$ cat config.mk
export PLATFORM = sky130hd
export DESIGN_NAME = ped_request_conditioner
export DESIGN_NICKNAME = d
export VERILOG_FILES = /design/src/rtl/ped_request_conditioner.sv
export SDC_FILE = /design/constraint.sdc
export NUM_CORES = 1
export LEC_CHECK = 0
export CORE_MARGIN = 1.5
export CORE_UTILIZATION = 48
export CTS_CLUSTER_DIAMETER = 30
export DETAILED_ROUTE_END_ITERATION = 8
export HOLD_SLACK_MARGIN = 0.1
export PLACE_DENSITY = 0.74
export SLEW_MARGIN = 20
export SYNTH_ARGS = -nofsm -noshare
export SYNTH_HDL_FRONTEND = slang
export SYNTH_SLANG_ARGS = --single-unit
$ cat constraint.sdc
create_clock -name clk -period 1.4 [get_ports clk]
set_input_delay 0.28 -clock clk [delete_from_list [all_inputs] [get_ports clk]]
set_output_delay 0.28 -clock clk [all_outputs]
set_load 0.01 [all_outputs]
$ cat src/rtl/ped_request_conditioner.sv
// Pedestrian push-button conditioner: synchronise, debounce, edge-detect, then hold
// one request per accepted press until acknowledged, with a post-ack lockout window.
module ped_request_conditioner #(
  parameter int DEBOUNCE_CYCLES = 4,
  parameter int LOCKOUT_CYCLES  = 8,
  parameter int CNT_W           = 4
) (
  input  logic       clk,
  input  logic       rst,
  input  logic       bt_raw,
  input  logic       ack,
  output logic       req,
  output logic       press,
  output logic [1:0] state,
  output logic [7:0] drop_cnt
);

  // state   | meaning
  // IDLE    | no request outstanding, waiting for a debounced press
  // PENDING | request held on req until the controller acks
  // LOCKOUT | post-ack window, presses are counted as dropped
  typedef enum logic [1:0] {
    S_IDLE    = 2'b00,
    S_PENDING = 2'b01,
    S_LOCKOUT = 2'b10
  } state_t;

  localparam logic [CNT_W-1:0] DB_LAST = CNT_W'(DEBOUNCE_CYCLES - 1);
  localparam logic [CNT_W-1:0] LK_LAST = CNT_W'(LOCKOUT_CYCLES - 1);

  logic             sync1_q, sync1_d;
  logic             sync2_q, sync2_d;
  logic             db_level_q, db_level_d;
  logic             db_prev_q, db_prev_d;
  logic [CNT_W-1:0] db_cnt_q, db_cnt_d;
  logic [CNT_W-1:0] lk_cnt_q, lk_cnt_d;
  logic             req_q, req_d;
  logic             press_q, press_d;
  state_t           state_q, state_d;
  logic [7:0]       drop_cnt_q, drop_cnt_d;
  logic             press_evt;
  logic             drop_inc;

  always_comb begin
    sync1_d    = bt_raw;
    sync2_d    = sync1_q;
    db_level_d = db_level_q;
    db_cnt_d   = '0;
    // the count only survives while the synchronised level keeps disagreeing
    if (sync2_q != db_level_q) begin
      if (db_cnt_q == DB_LAST) db_level_d = sync2_q;
      else                     db_cnt_d   = db_cnt_q + 1'b1;
    end
    db_prev_d = db_level_q;
    press_evt = db_level_q & ~db_prev_q;
    press_d   = press_evt;

    state_d  = state_q;
    lk_cnt_d = lk_cnt_q;
    drop_inc = 1'b0;
    case (state_q)
      S_IDLE: begin
        if (press_evt) state_d = S_PENDING;
      end
      S_PENDING: begin
        // ack has priority; a coincident press is lost and counted
        drop_inc = press_evt;
        if (ack) begin
          state_d  = S_LOCKOUT;
          lk_cnt_d = '0;
        end
      end
      S_LOCKOUT: begin
        drop_inc = press_evt;
        if (lk_cnt_q == LK_LAST) state_d = S_IDLE;
        else                     lk_cnt_d = lk_cnt_q + 1'b1;
      end
      default: state_d = S_IDLE;
    endcase

    drop_cnt_d = drop_cnt_q;
    if (drop_inc && (drop_cnt_q != 8'hFF)) drop_cnt_d = drop_cnt_q + 8'd1;
    req_d = (state_d == S_PENDING);
  end

  always_ff @(posedge clk or negedge rst) begin
    if (!rst) begin
      sync1_q    <= 1'b0;
      sync2_q    <= 1'b0;
      db_level_q <= 1'b0;
      db_prev_q  <= 1'b0;
      db_cnt_q   <= '0;
      lk_cnt_q   <= '0;
      req_q      <= 1'b0;
      press_q    <= 1'b0;
      state_q    <= S_IDLE;
      drop_cnt_q <= 8'd0;
    end else begin
      sync1_q    <= sync1_d;
      sync2_q    <= sync2_d;
      db_level_q <= db_level_d;
      db_prev_q  <= db_prev_d;
      db_cnt_q   <= db_cnt_d;
      lk_cnt_q   <= lk_cnt_d;
      req_q      <= req_d;
      press_q    <= press_d;
      state_q    <= state_d;
      drop_cnt_q <= drop_cnt_d;
    end
  end

  assign req      = req_q;
  assign press    = press_q;
  assign state    = state_q;
  assign drop_cnt = drop_cnt_q;

endmodule

==> qor.yml, run 1 <==
fin_ws_ns: -0.202
grt_pass1_vias: 1085
clockBufferDepth: 2
slew-limit-headroom: 0.762
gr-total-overflow: 0
fin_cells: 180
post-place-ws_ns: -0.125
portBuffers: 15
root_buffer: "clkbuf_4"
synth_seq_cells: 24
worstHoldPathType: "in2async"
synth_enable_flop_cells: 0
syn-cell-area_mm2: 0.00119
post_drt_via_cell_ratio: 5.68
synthCells: 106
reg2reg_slack_ns: -0.20
hold_buffers: 0
r2r_cells: 6
cp_top_family: "flip-flops"
cp_num_buf_inv: 2
yosysWarnings: 0
drc: 0
cts.reportedPaths.clkPinSlew_ns: 0.13
setup_viol: 12
dp_cells: 166
synth_cell_type_count: 37
crit_type: "reg2reg"
grt_use_total: 0.239
post-route-min-period_ns: 1.60
grt_pass1_wl_um: 4840
fin_nets: 164
pwr-share-seq: 0.317
placed_cell_area_mm2: 0.00153
cp-start-kind: "flip-flop"
pwr-share-comb: 0.589
cts_tree: "built"
htree_levels: 1
hold_violations: 0
syn_area_per_cell_um2: 11.2
switching_share: 0.382
synthArstFlopShare: 1.00
clock.fmax_mhz: 624
cts_buffers: 3
fin_util: 0.781
clock_power_share: 0.094
power.density_mw_per_mm2: 1860
synth-main-ff-cell: "dfrtp_1"
status: "finished with violations"
num_rows: 17
drv_slew: 0
intPower_mw: 2.04
max-cap-violations: 0
synthesis.nets: 117
p_leak_nw: 0.819
die_height_um: 52.8
layout-drive-gt1-share: 0.461
cp.required_ns: 1.61
antenna_found_initial: 0
cp_max_fo: 3
max-vdd-ir-drop_mv: 1.35
crit_slowest_cell: "dfrtp_2"
fp.dieW_um: 52.8
crit_chain: "buf_6 > inv_6 > ha_4 > and3b_2 > nand4_1 > mux2_4"
fillers: 149
rsz0062_at_grt: "yes"
worstReg2RegEnd: "drop_cnt[4]"
coreArea_mm2: 0.00228
final_area_mm2: 0.00178
drt_pass1_iterations: 4
design.die.area_mm2: 0.00279
dp_hpwl_um: 1750
routed_wl_um: 2890
worstPathArrival_ns: 1.81
io_pins: 16
fin_setup_tns_ns: -1.43
drtAntennaViolNets: 0
area_delta_synth_final_pct: 49.2
crit_path_max_incr_delay_ns: 0.41
p_total_mw: 3.30
clk_latency_ns: 0.31
wl_per_cell_um: 16.1
r2r_start: "state[0]"
drt-initial-drc-count: 13
p_switching_mw: 1.26
tightestPinTransition_ns: 0.357
antenna_cells: 0
initial_core_util: 0.523
grt_max_degree: 25
vias: 1023
skew_ns: 0.00730
period_share: 1.14
violations: "setup timing"
finalHoldWorstSlack_ns: 0.309
seq_area_frac_synth: 0.504
critPathCaptureType: "flip-flop"
gp_congestion: 0.782
clock_sinks: 24
## layer usage
| layer | vias up | GRT usage | part of all wire | routed length (µm) |
|---|---|---|---|---|
| li1 | 482 | - | - | - |
| met1 | 501 | 0.291 | 0.46 | 1340 |
| met2 | 31 | 0.415 | 0.48 | 1380 |
| met3 | 9 | 0.0286 | 0.037 | 107 |
| met4 | 0 | 0.120 | 0.025 | 72 |
| met5 | - | 0 | 0 | 0 |
## state kept, by name, summed over array words and instances, names as in the netlist
signal / count
press: 1
req: 1
db_level_q: 1
sync1_q: 1
db_prev_q: 1
state: 2
sync2_q: 1
db_cnt_q: 4
drop_cnt: 8
lk_cnt_q: 4
## cell type report
| type | instances | area, µm² | share of cell area |
|---|---|---|---|
| Sequential cell | 24 | 604 | 0.340 |
| Inverter | 6 | 30.0 | 0.0169 |
| Clock buffer | 4 | 26.3 | 0.0148 |
| Timing Repair Buffer | 42 | 355 | 0.200 |
| Tap cell | 28 | 35.0 | 0.0197 |
| Multi-Input combinational cell | 76 | 726 | 0.408 |
## cell usage in the layout (no fill, tap or decap), drive strengths merged, types with 2 or more instances in the layout
| cell | count |
|---|---|
| and3b | 2 |
| and2 | 2 |
| dlygate4sd2 | 9 |
| clkdlybuf4s50 | 3 |
| nand2b | 3 |
| xnor2 | 2 |
| clkbuf | 5 |
| inv | 6 |
| nand4 | 4 |
| nand2 | 6 |
| dfrtp | 24 |
| nand3b | 3 |
| nor2b | 2 |
| buf | 29 |
| o21ai | 4 |
| ha | 7 |
| nand3 | 6 |
| nor4 | 2 |
| a21oi | 4 |
| nor3 | 4 |
| a21o | 2 |
| mux2i | 2 |
| nor2 | 2 |
| mux2 | 6 |
## repair_timing
| action | in CTS | in global routing |
|---|---|---|
| endpoints found under the setup margin | 23 | 17 |
| buffers inserted | 10 | 1 |
| gates cloned | 0 | 0 |
| resized for setup | 40 | 19 |
| pin swaps | 4 | 5 |
## worst max path at each step
stage	from	end	slack, ns	depth (start not counted)
3_3_place_gp	state[0]	lk_cnt_q[3]	-0.09	5
4_1_cts	state[0]	drop_cnt[5]	-0.17	6
6_report	state[0]	drop_cnt[4]	-0.20	6
3_5_place_dp	ack	req	-0.13	5
5_1_grt	state[0]	drop_cnt[5]	-0.26	6
2_1_floorplan	state[0]	drop_cnt[3]	-0.07	5
## power by group through the flow
stage / clock network, mW / logic, mW / registers [mW]
floorplan: 0 / 0.698 / 1.13
global placement: 0 / 1.35 / 1.07
detailed placement: 0 / 1.40 / 1.09
CTS: 0.320 / 1.75 / 1.04
global route: 0.341 / 2.09 / 1.07
finish: 0.311 / 1.94 / 1.04
## cells by family after synthesis
| logic type | count (synthesis) | synth area share |
|---|---|---|
| DFF | 24 | 0.504 |
| adders and majority gates | 7 | 0.0735 |
| and+or+nand+nor | 40 | 0.201 |
| buffers and inverters | 6 | 0.0189 |
| AOI/OAI and AO/OA | 18 | 0.107 |
| muxes | 8 | 0.0735 |
| xor gates and xnor gates | 3 | 0.0221 |
## Yosys cell counts, types with 2 or more instances
cell type | n | area (µm²)
nand3_1 | 6 | 30.0
nor3_1 | 4 | 20.0
nand3b_1 | 3 | 22.5
a21oi_1 | 4 | 20.0
xnor2_1 | 2 | 17.5
nor2_1 | 2 | 7.51
ha_1 | 7 | 87.6
mux2i_1 | 2 | 20.0
nand4_1 | 4 | 25.0
inv_1 | 6 | 22.5
nand2b_1 | 3 | 18.8
and3b_1 | 2 | 17.5
o21ai_0 | 3 | 15.0
nor2b_1 | 2 | 12.5
mux2_2 | 6 | 67.6
nand2_1 | 6 | 22.5
dfrtp_1 | 24 | 601
(Power assumes the default switching activity.)
==> inputs of run 2 (changes only) <==
--- a/config.mk
+++ b/config.mk
@@ -11,6 +11,7 @@
 export DETAILED_ROUTE_END_ITERATION = 8
 export HOLD_SLACK_MARGIN = 0.1
 export PLACE_DENSITY = 0.74
+export REMOVE_ABC_BUFFERS = 1
 export SLEW_MARGIN = 20
 export SYNTH_ARGS = -nofsm -noshare
 export SYNTH_HDL_FRONTEND = slang
==> run 2 against run 1 <==
The run still ends with setup timing left. Critical endpoint is now lk_cnt_q[3]. Critical path depth is the same. Clock power grew 64%. Largest cell class unchanged. Final area grew 5.1%. Die area is the same. Register-to-register slack gained 0.02 ns. Power grew 11%. Highest routed layer unchanged. Fmax grew 1.1%. Wire length grew 18%. Setup slack gained 0.018 ns. Clock-buffer cell count shrank 1. Worst hold slack lost 0.0060 ns.
==> qor.yml, run 2 (synthesis results as in run 1) <==
post_drt_via_cell_ratio: 5.70  # was 5.68
setup_viol: 13  # was 12
fin_setup_tns_ns: -1.28  # was -1.43 ns
clock.fmax_mhz: 631  # was 624 MHz
grt_max_degree: 25  # unchanged
antenna_found_initial: 0  # unchanged
largest_reg_flops: 8  # unchanged
fin_ws_ns: -0.184  # was -0.202 ns
r2r_cells: 6  # unchanged
initial_core_util: 0.523  # unchanged
cts.reportedPaths.clkPinSlew_ns: 0.14  # was 0.13 ns
drc: 0  # unchanged
placed_cell_area_mm2: 0.00154  # was 0.00153 mm²
portBuffers: 15  # unchanged
critPathCaptureType: "flip-flop"  # unchanged
worstHoldPathType: "in2async"  # unchanged
p_total_mw: 3.67  # was 3.30 mW
top_layer_used: "met4"  # unchanged
cts_buffers: 3  # unchanged
drv_slew: 0  # unchanged
power.density_mw_per_mm2: 1970  # was 1860 mW/mm²
grt_pass1_wl_um: 5040  # was 4840 µm
cp.required_ns: 1.62  # was 1.61 ns
io_pins: 16  # unchanged
routed_wl_um: 3420  # was 2890 µm
grt_pass1_vias: 1094  # was 1,085
intPower_mw: 2.32  # was 2.04 mW
period_share: 1.13  # was 1.14
gp_congestion: 0.784  # was 0.782
skew_ns: 0.00624  # was 0.00730 ns
cp-start-kind: "flip-flop"  # unchanged
layout-drive-gt1-share: 0.491  # was 0.461
die_height_um: 52.8  # unchanged
clk_latency_ns: 0.32  # was 0.31 ns
pwr-share-comb: 0.579  # was 0.589
area_delta_synth_final_pct: 56.7  # was 49.2%
met1_length_um: 1280  # was 1340 µm
worstReg2RegEnd: "lk_cnt_q[3]"  # was drop_cnt[4]
max-cap-violations: 0  # unchanged
violations: "setup timing"  # unchanged
pwr-share-seq: 0.282  # was 0.317
met2_length_um: 1840  # was 1380 µm
crit_path_start: "state[0]"  # unchanged
grt_use_total: 0.252  # was 0.239
post-place-ws_ns: -0.235  # was -0.125 ns
p_switching_mw: 1.35  # was 1.26 mW
reg2reg_slack_ns: -0.18  # was -0.20 ns
fp.dieW_um: 52.8  # unchanged
clock_sinks: 24  # unchanged
drtAntennaViolNets: 0  # unchanged
gr-total-overflow: 0  # unchanged
max-vdd-ir-drop_mv: 1.63  # was 1.35 mV
crit_type: "reg2reg"  # unchanged
rsz0062_at_grt: "yes"  # unchanged
coreArea_mm2: 0.00228  # unchanged
p_leak_nw: 0.861  # was 0.819 nW
drt-initial-drc-count: 36  # was 13
multiInputGateArea_um2: 739  # was 726 µm²
drt_pass1_iterations: 4  # unchanged
num_rows: 17  # unchanged
antenna_cells: 0  # unchanged
wl_met3_um: 208  # was 107 µm
slew-limit-headroom: 0.764  # was 0.762
vias: 1077  # was 1,023
dp_hpwl_um: 1860  # was 1750 µm
fillers: 130  # was 149
tightestPinTransition_ns: 0.351  # was 0.357 ns
area.sequential_um2: 602  # was 604 µm²
htree_levels: 1  # unchanged
final_area_mm2: 0.00187  # was 0.00178 mm²
hold_violations: 0  # unchanged
final_common_cell: "buf_4"
wl_per_cell_um: 18.1  # was 16.1 µm
cp_max_fo: 5  # was 3
fin_nets: 173  # was 164
clock_power_share: 0.139  # was 0.094
switching_share: 0.369  # was 0.382
cts_tree: "built"  # unchanged
finalHoldWorstSlack_ns: 0.303  # was 0.309 ns
r2r_start: "state[0]"  # unchanged
worstPathArrival_ns: 1.81  # about the same
status: "finished with violations"  # unchanged
final_cell_mix: "buf_4, dfrtp_1, dlygate4sd2_1"  # was dfrtp_1, buf_4, dlygate4sd2_1
clockBufferDepth: 2  # unchanged
post-route-min-period_ns: 1.58  # was 1.60 ns
root_buffer: "clkbuf_4"  # unchanged
design.die.area_mm2: 0.00279  # unchanged
run 2: changes by cell type in the layout (fill, tap and decap cells not counted), sizes merged:
| cell | change |
|---|---|
| buf | +10 |
| bufinv | +1 |
| dlygate4sd2 | -1 |
| clkbuf | -1 |
run 2: repair_timing:
| item | in CTS | in global routing |
|---|---|---|
| hold buffers | 0 | 0 |
| pin swaps | 10 | 6 |
| gates cloned | 0 | 0 |
| gates resized for setup | 44 | 16 |
| buffers inserted | 9 | 5 |
| setup endpoints to repair | 25 | 16 |
run 2: final cells by class:
type                       instances  area share
multi-input combinational         76       0.396
sequential                        24       0.322
timing repair buffer              51       0.221
tap                               28      0.0188
clock inverter                     1      0.0161
inverter                           6      0.0134
clock buffer                       3      0.0121
run 2: through the flow:
stage | instances | util
global route | 189 | 0.820
floorplan | 106 | -
CTS | 184 | 0.782
detailed placement | 171 | 0.677
global placement | 171 | 0.677
finish | 189 | 0.820
run 2: how the worst max path moves through the flow:
| stage | cells after the start | to | slack, ns |
|---|---|---|---|
| 5_1_grt | 6 | lk_cnt_q[3] | -0.23 |
| 3_3_place_gp | 5 | drop_cnt[7] | -0.14 |
| 3_5_place_dp | 5 | req | -0.23 |
| 6_report | 6 | lk_cnt_q[3] | -0.18 |
| 2_1_floorplan | 5 | drop_cnt[7] | -0.23 |
| 4_1_cts | 5 | drop_cnt[7] | -0.11 |
run 2: routing by layer:
layer / GRT usage / vias up
li1: - / 495
met1: 0.293 / 534
met2: 0.452 / 40
met3: 0.0571 / 8
met4: 0.0812 / 0
met5: 0 / -
run 2: power by group through the flow:
stage	Clock [mW]	Combinational, mW	Sequential [mW]
detailed placement	0	1.41	1.07
global placement	0	1.36	1.06
global route	0.541	2.27	1.06
finish	0.510	2.13	1.03
CTS	0.514	1.80	1.03
floorplan	0	0.634	1.12
run 2: critical path, stage by stage (launching register included):
cell,delay [ns]
dfrtp_1,0.42
buf_4,0.15
buf_6,0.11
ha_4,0.18
mux2i_2,0.16
a21o_1,0.23
o41ai_2,0.25
==> inputs of run 3 (changes only) <==
--- a/config.mk
+++ b/config.mk
@@ -5,10 +5,12 @@
 export SDC_FILE = /design/constraint.sdc
 export NUM_CORES = 1
 export LEC_CHECK = 0
+export CORE_ASPECT_RATIO = 1.5
 export CORE_MARGIN = 1.5
 export CORE_UTILIZATION = 48
 export CTS_CLUSTER_DIAMETER = 30
 export DETAILED_ROUTE_END_ITERATION = 8
+export GPL_TIMING_DRIVEN = 0
 export HOLD_SLACK_MARGIN = 0.1
 export PLACE_DENSITY = 0.74
 export REMOVE_ABC_BUFFERS = 1
==> run 3 against run 2 <==
The run still ends with setup timing left. Highest routed layer unchanged. Die area rose by 0.22%. Register-to-register slack improved by 0.02 ns. Sequential power rose by 4%. Clock power fell by 4.1%. Worst hold slack improved by 0.059 ns. Fmax rose by 1.4%. Critical path depth did not move.
==> qor.yml, run 3 (synthesis results as in run 1) <==
grt_pass1_vias: 991  # was 1,094
cp.required_ns: 1.60  # was 1.62 ns
grt_max_degree: 25  # unchanged
drt_pass1_iterations: 4  # unchanged
fin_util: 0.739  # was 0.820
violations: "setup timing"  # unchanged
clock_power_share: 0.156  # was 0.139
status: "finished with violations"  # unchanged
post-route-min-period_ns: 1.56  # was 1.58 ns
pwr-share-comb: 0.504  # was 0.579
die_height_um: 64.0  # was 52.8 µm
max-cap-violations: 0  # unchanged
skew_ns: 0.00661  # was 0.00624 ns
crit_type: "reg2reg"  # unchanged
portBuffers: 15  # unchanged
p_switching_mw: 1.13  # was 1.35 mW
rsz0062_at_grt: "yes"  # unchanged
cp-start-kind: "flip-flop"  # unchanged
finalHoldWorstSlack_ns: 0.363  # was 0.303 ns
dp_cells: 144  # was 171
antenna_cells: 0  # unchanged
coreArea_mm2: 0.00229  # was 0.00228 mm²
drt-initial-drc-count: 12  # was 36
pwr-share-seq: 0.341  # was 0.282
p_total_mw: 3.14  # was 3.67 mW
num_rows: 21  # was 17
drc: 0  # unchanged
min_from: "sync1_q"
grt_use_total: 0.200  # was 0.252
max-vdd-ir-drop_mv: 1.23  # was 1.63 mV
slew-limit-headroom: 0.656  # was 0.764
holdPathStages: 0
wl_per_cell_um: 16.2  # was 18.1 µm
min_to: "sync2_q"
layout-drive-gt1-share: 0.411  # was 0.491
largest_reg_flops: 8  # unchanged
r2r_start: "state[0]"  # unchanged
htree_levels: 1  # unchanged
worstReg2RegEnd: "req"  # was lk_cnt_q[3]
clock.fmax_mhz: 640  # was 631 MHz
clock_sinks: 24  # unchanged
switching_share: 0.359  # was 0.369
routed_wl_um: 2740  # was 3420 µm
post-place-ws_ns: -0.272  # was -0.235 ns
dp_hpwl_um: 1580  # was 1860 µm
p_leak_nw: 0.768  # was 0.861 nW
cts_tree: "built"  # unchanged
area_delta_synth_final_pct: 41.8  # was 56.7%
antenna_found_initial: 0  # unchanged
clk_latency_ns: 0.31  # was 0.32 ns
final_cell_mix: "dfrtp_1, buf_4, dlygate4sd2_1"  # was buf_4, dfrtp_1, dlygate4sd2_1
worstPathArrival_ns: 1.76  # was 1.81 ns
initial_core_util: 0.521  # was 0.523
power.density_mw_per_mm2: 1860  # was 1970 mW/mm²
fin_cells: 169  # was 189
fin_nets: 158  # was 173
period_share: 1.12  # was 1.13
gr-total-overflow: 0  # unchanged
drv_slew: 0  # unchanged
cts.reportedPaths.clkPinSlew_ns: 0.13  # was 0.14 ns
post_drt_via_cell_ratio: 5.87  # was 5.70
root_buffer: "clkbuf_4"  # unchanged
reg2reg_slack_ns: -0.16  # was -0.18 ns
hold_violations: 0  # unchanged
grt_pass1_wl_um: 4300  # was 5040 µm
cp_max_fo: 5  # unchanged
gp_congestion: 0.842  # was 0.784
worstHoldPathType: "reg2reg"  # was in2async
setup_viol: 10  # was 13
design.die.area_mm2: 0.00280  # was 0.00279 mm²
r2r_cells: 6  # unchanged
final_common_cell: "dfrtp_1"  # was buf_4
drtAntennaViolNets: 0  # unchanged
io_pins: 16  # unchanged
cts_buffers: 3  # unchanged
intPower_mw: 2.01  # was 2.32 mW
vias: 992  # was 1,077
fp.dieW_um: 43.7  # was 52.8 µm
fin_ws_ns: -0.163  # was -0.184 ns
clockBufferDepth: 2  # unchanged
tightestPinTransition_ns: 0.516  # was 0.351 ns
critPathCaptureType: "flip-flop"  # unchanged
## run 3: area by class of cell
| class | instances | area (µm²) |
|---|---|---|
| Sequential cell | 24 | 604 |
| Tap cell | 23 | 28.8 |
| Inverter | 6 | 22.5 |
| Fill cell | 154 | 597 |
| Clock inverter | 1 | 30.0 |
| Multi-Input combinational cell | 76 | 686 |
| Timing Repair Buffer | 36 | 295 |
| Clock buffer | 3 | 22.5 |
## run 3: how the worst max path moves through the flow
stage	start	end	depth (start not counted)
5_1_grt	state[0]	req	6
2_1_floorplan	state[0]	drop_cnt[7]	5
4_1_cts	state[0]	drop_cnt[3]	5
6_report	state[0]	req	6
3_5_place_dp	state[0]	drop_cnt[7]	5
3_3_place_gp	state[1]	drop_cnt[7]	5
## run 3: power by group through the flow
stage	Combinational (mW)	Sequential (mW)	Clock [mW]
global route	1.72	1.09	0.523
finish	1.58	1.07	0.489
CTS	1.38	1.05	0.500
detailed placement	1.03	1.12	0
floorplan	0.634	1.12	0
global placement	1.01	1.10	0
## run 3: timing repair
| action | 4_1_cts | 5_1_grt |
|---|---|---|
| setup buffers | 13 | 7 |
| endpoints found under the hold margin | 0 | 24 |
| pin swaps | 6 | 8 |
| hold buffers | 0 | 1 |
| resized for setup | 35 | 12 |
| setup endpoints to repair | 25 | 15 |
## run 3: stage by stage
step / instance area [µm²] / TNS, ns
floorplan: 1190 / -0.880
global placement: 1370 / -5.00
detailed placement: 1370 / -6.70
CTS: 1590 / -0.548
global route: 1690 / -1.68
finish: 1690 / -1.04
## run 3: critical path, cell delays in order (launching register included)
cell	delay, ns
dfrtp_1	0.42
buf_4	0.14
buf_6	0.12
ha_4	0.17
a21oi_2	0.17
nor2_2	0.06
a2111oi_2	0.37
## run 3: layer usage
| layer | global-route usage | wire [µm] | vias to the layer above |
|---|---|---|---|
| li1 | - | - | 467 |
| met4 | 0.0985 | 55 | 0 |
| met2 | 0.347 | 1490 | 21 |
| met1 | 0.232 | 1130 | 498 |
| met5 | 0 | 0 | - |
| met3 | 0.0282 | 60 | 6 |
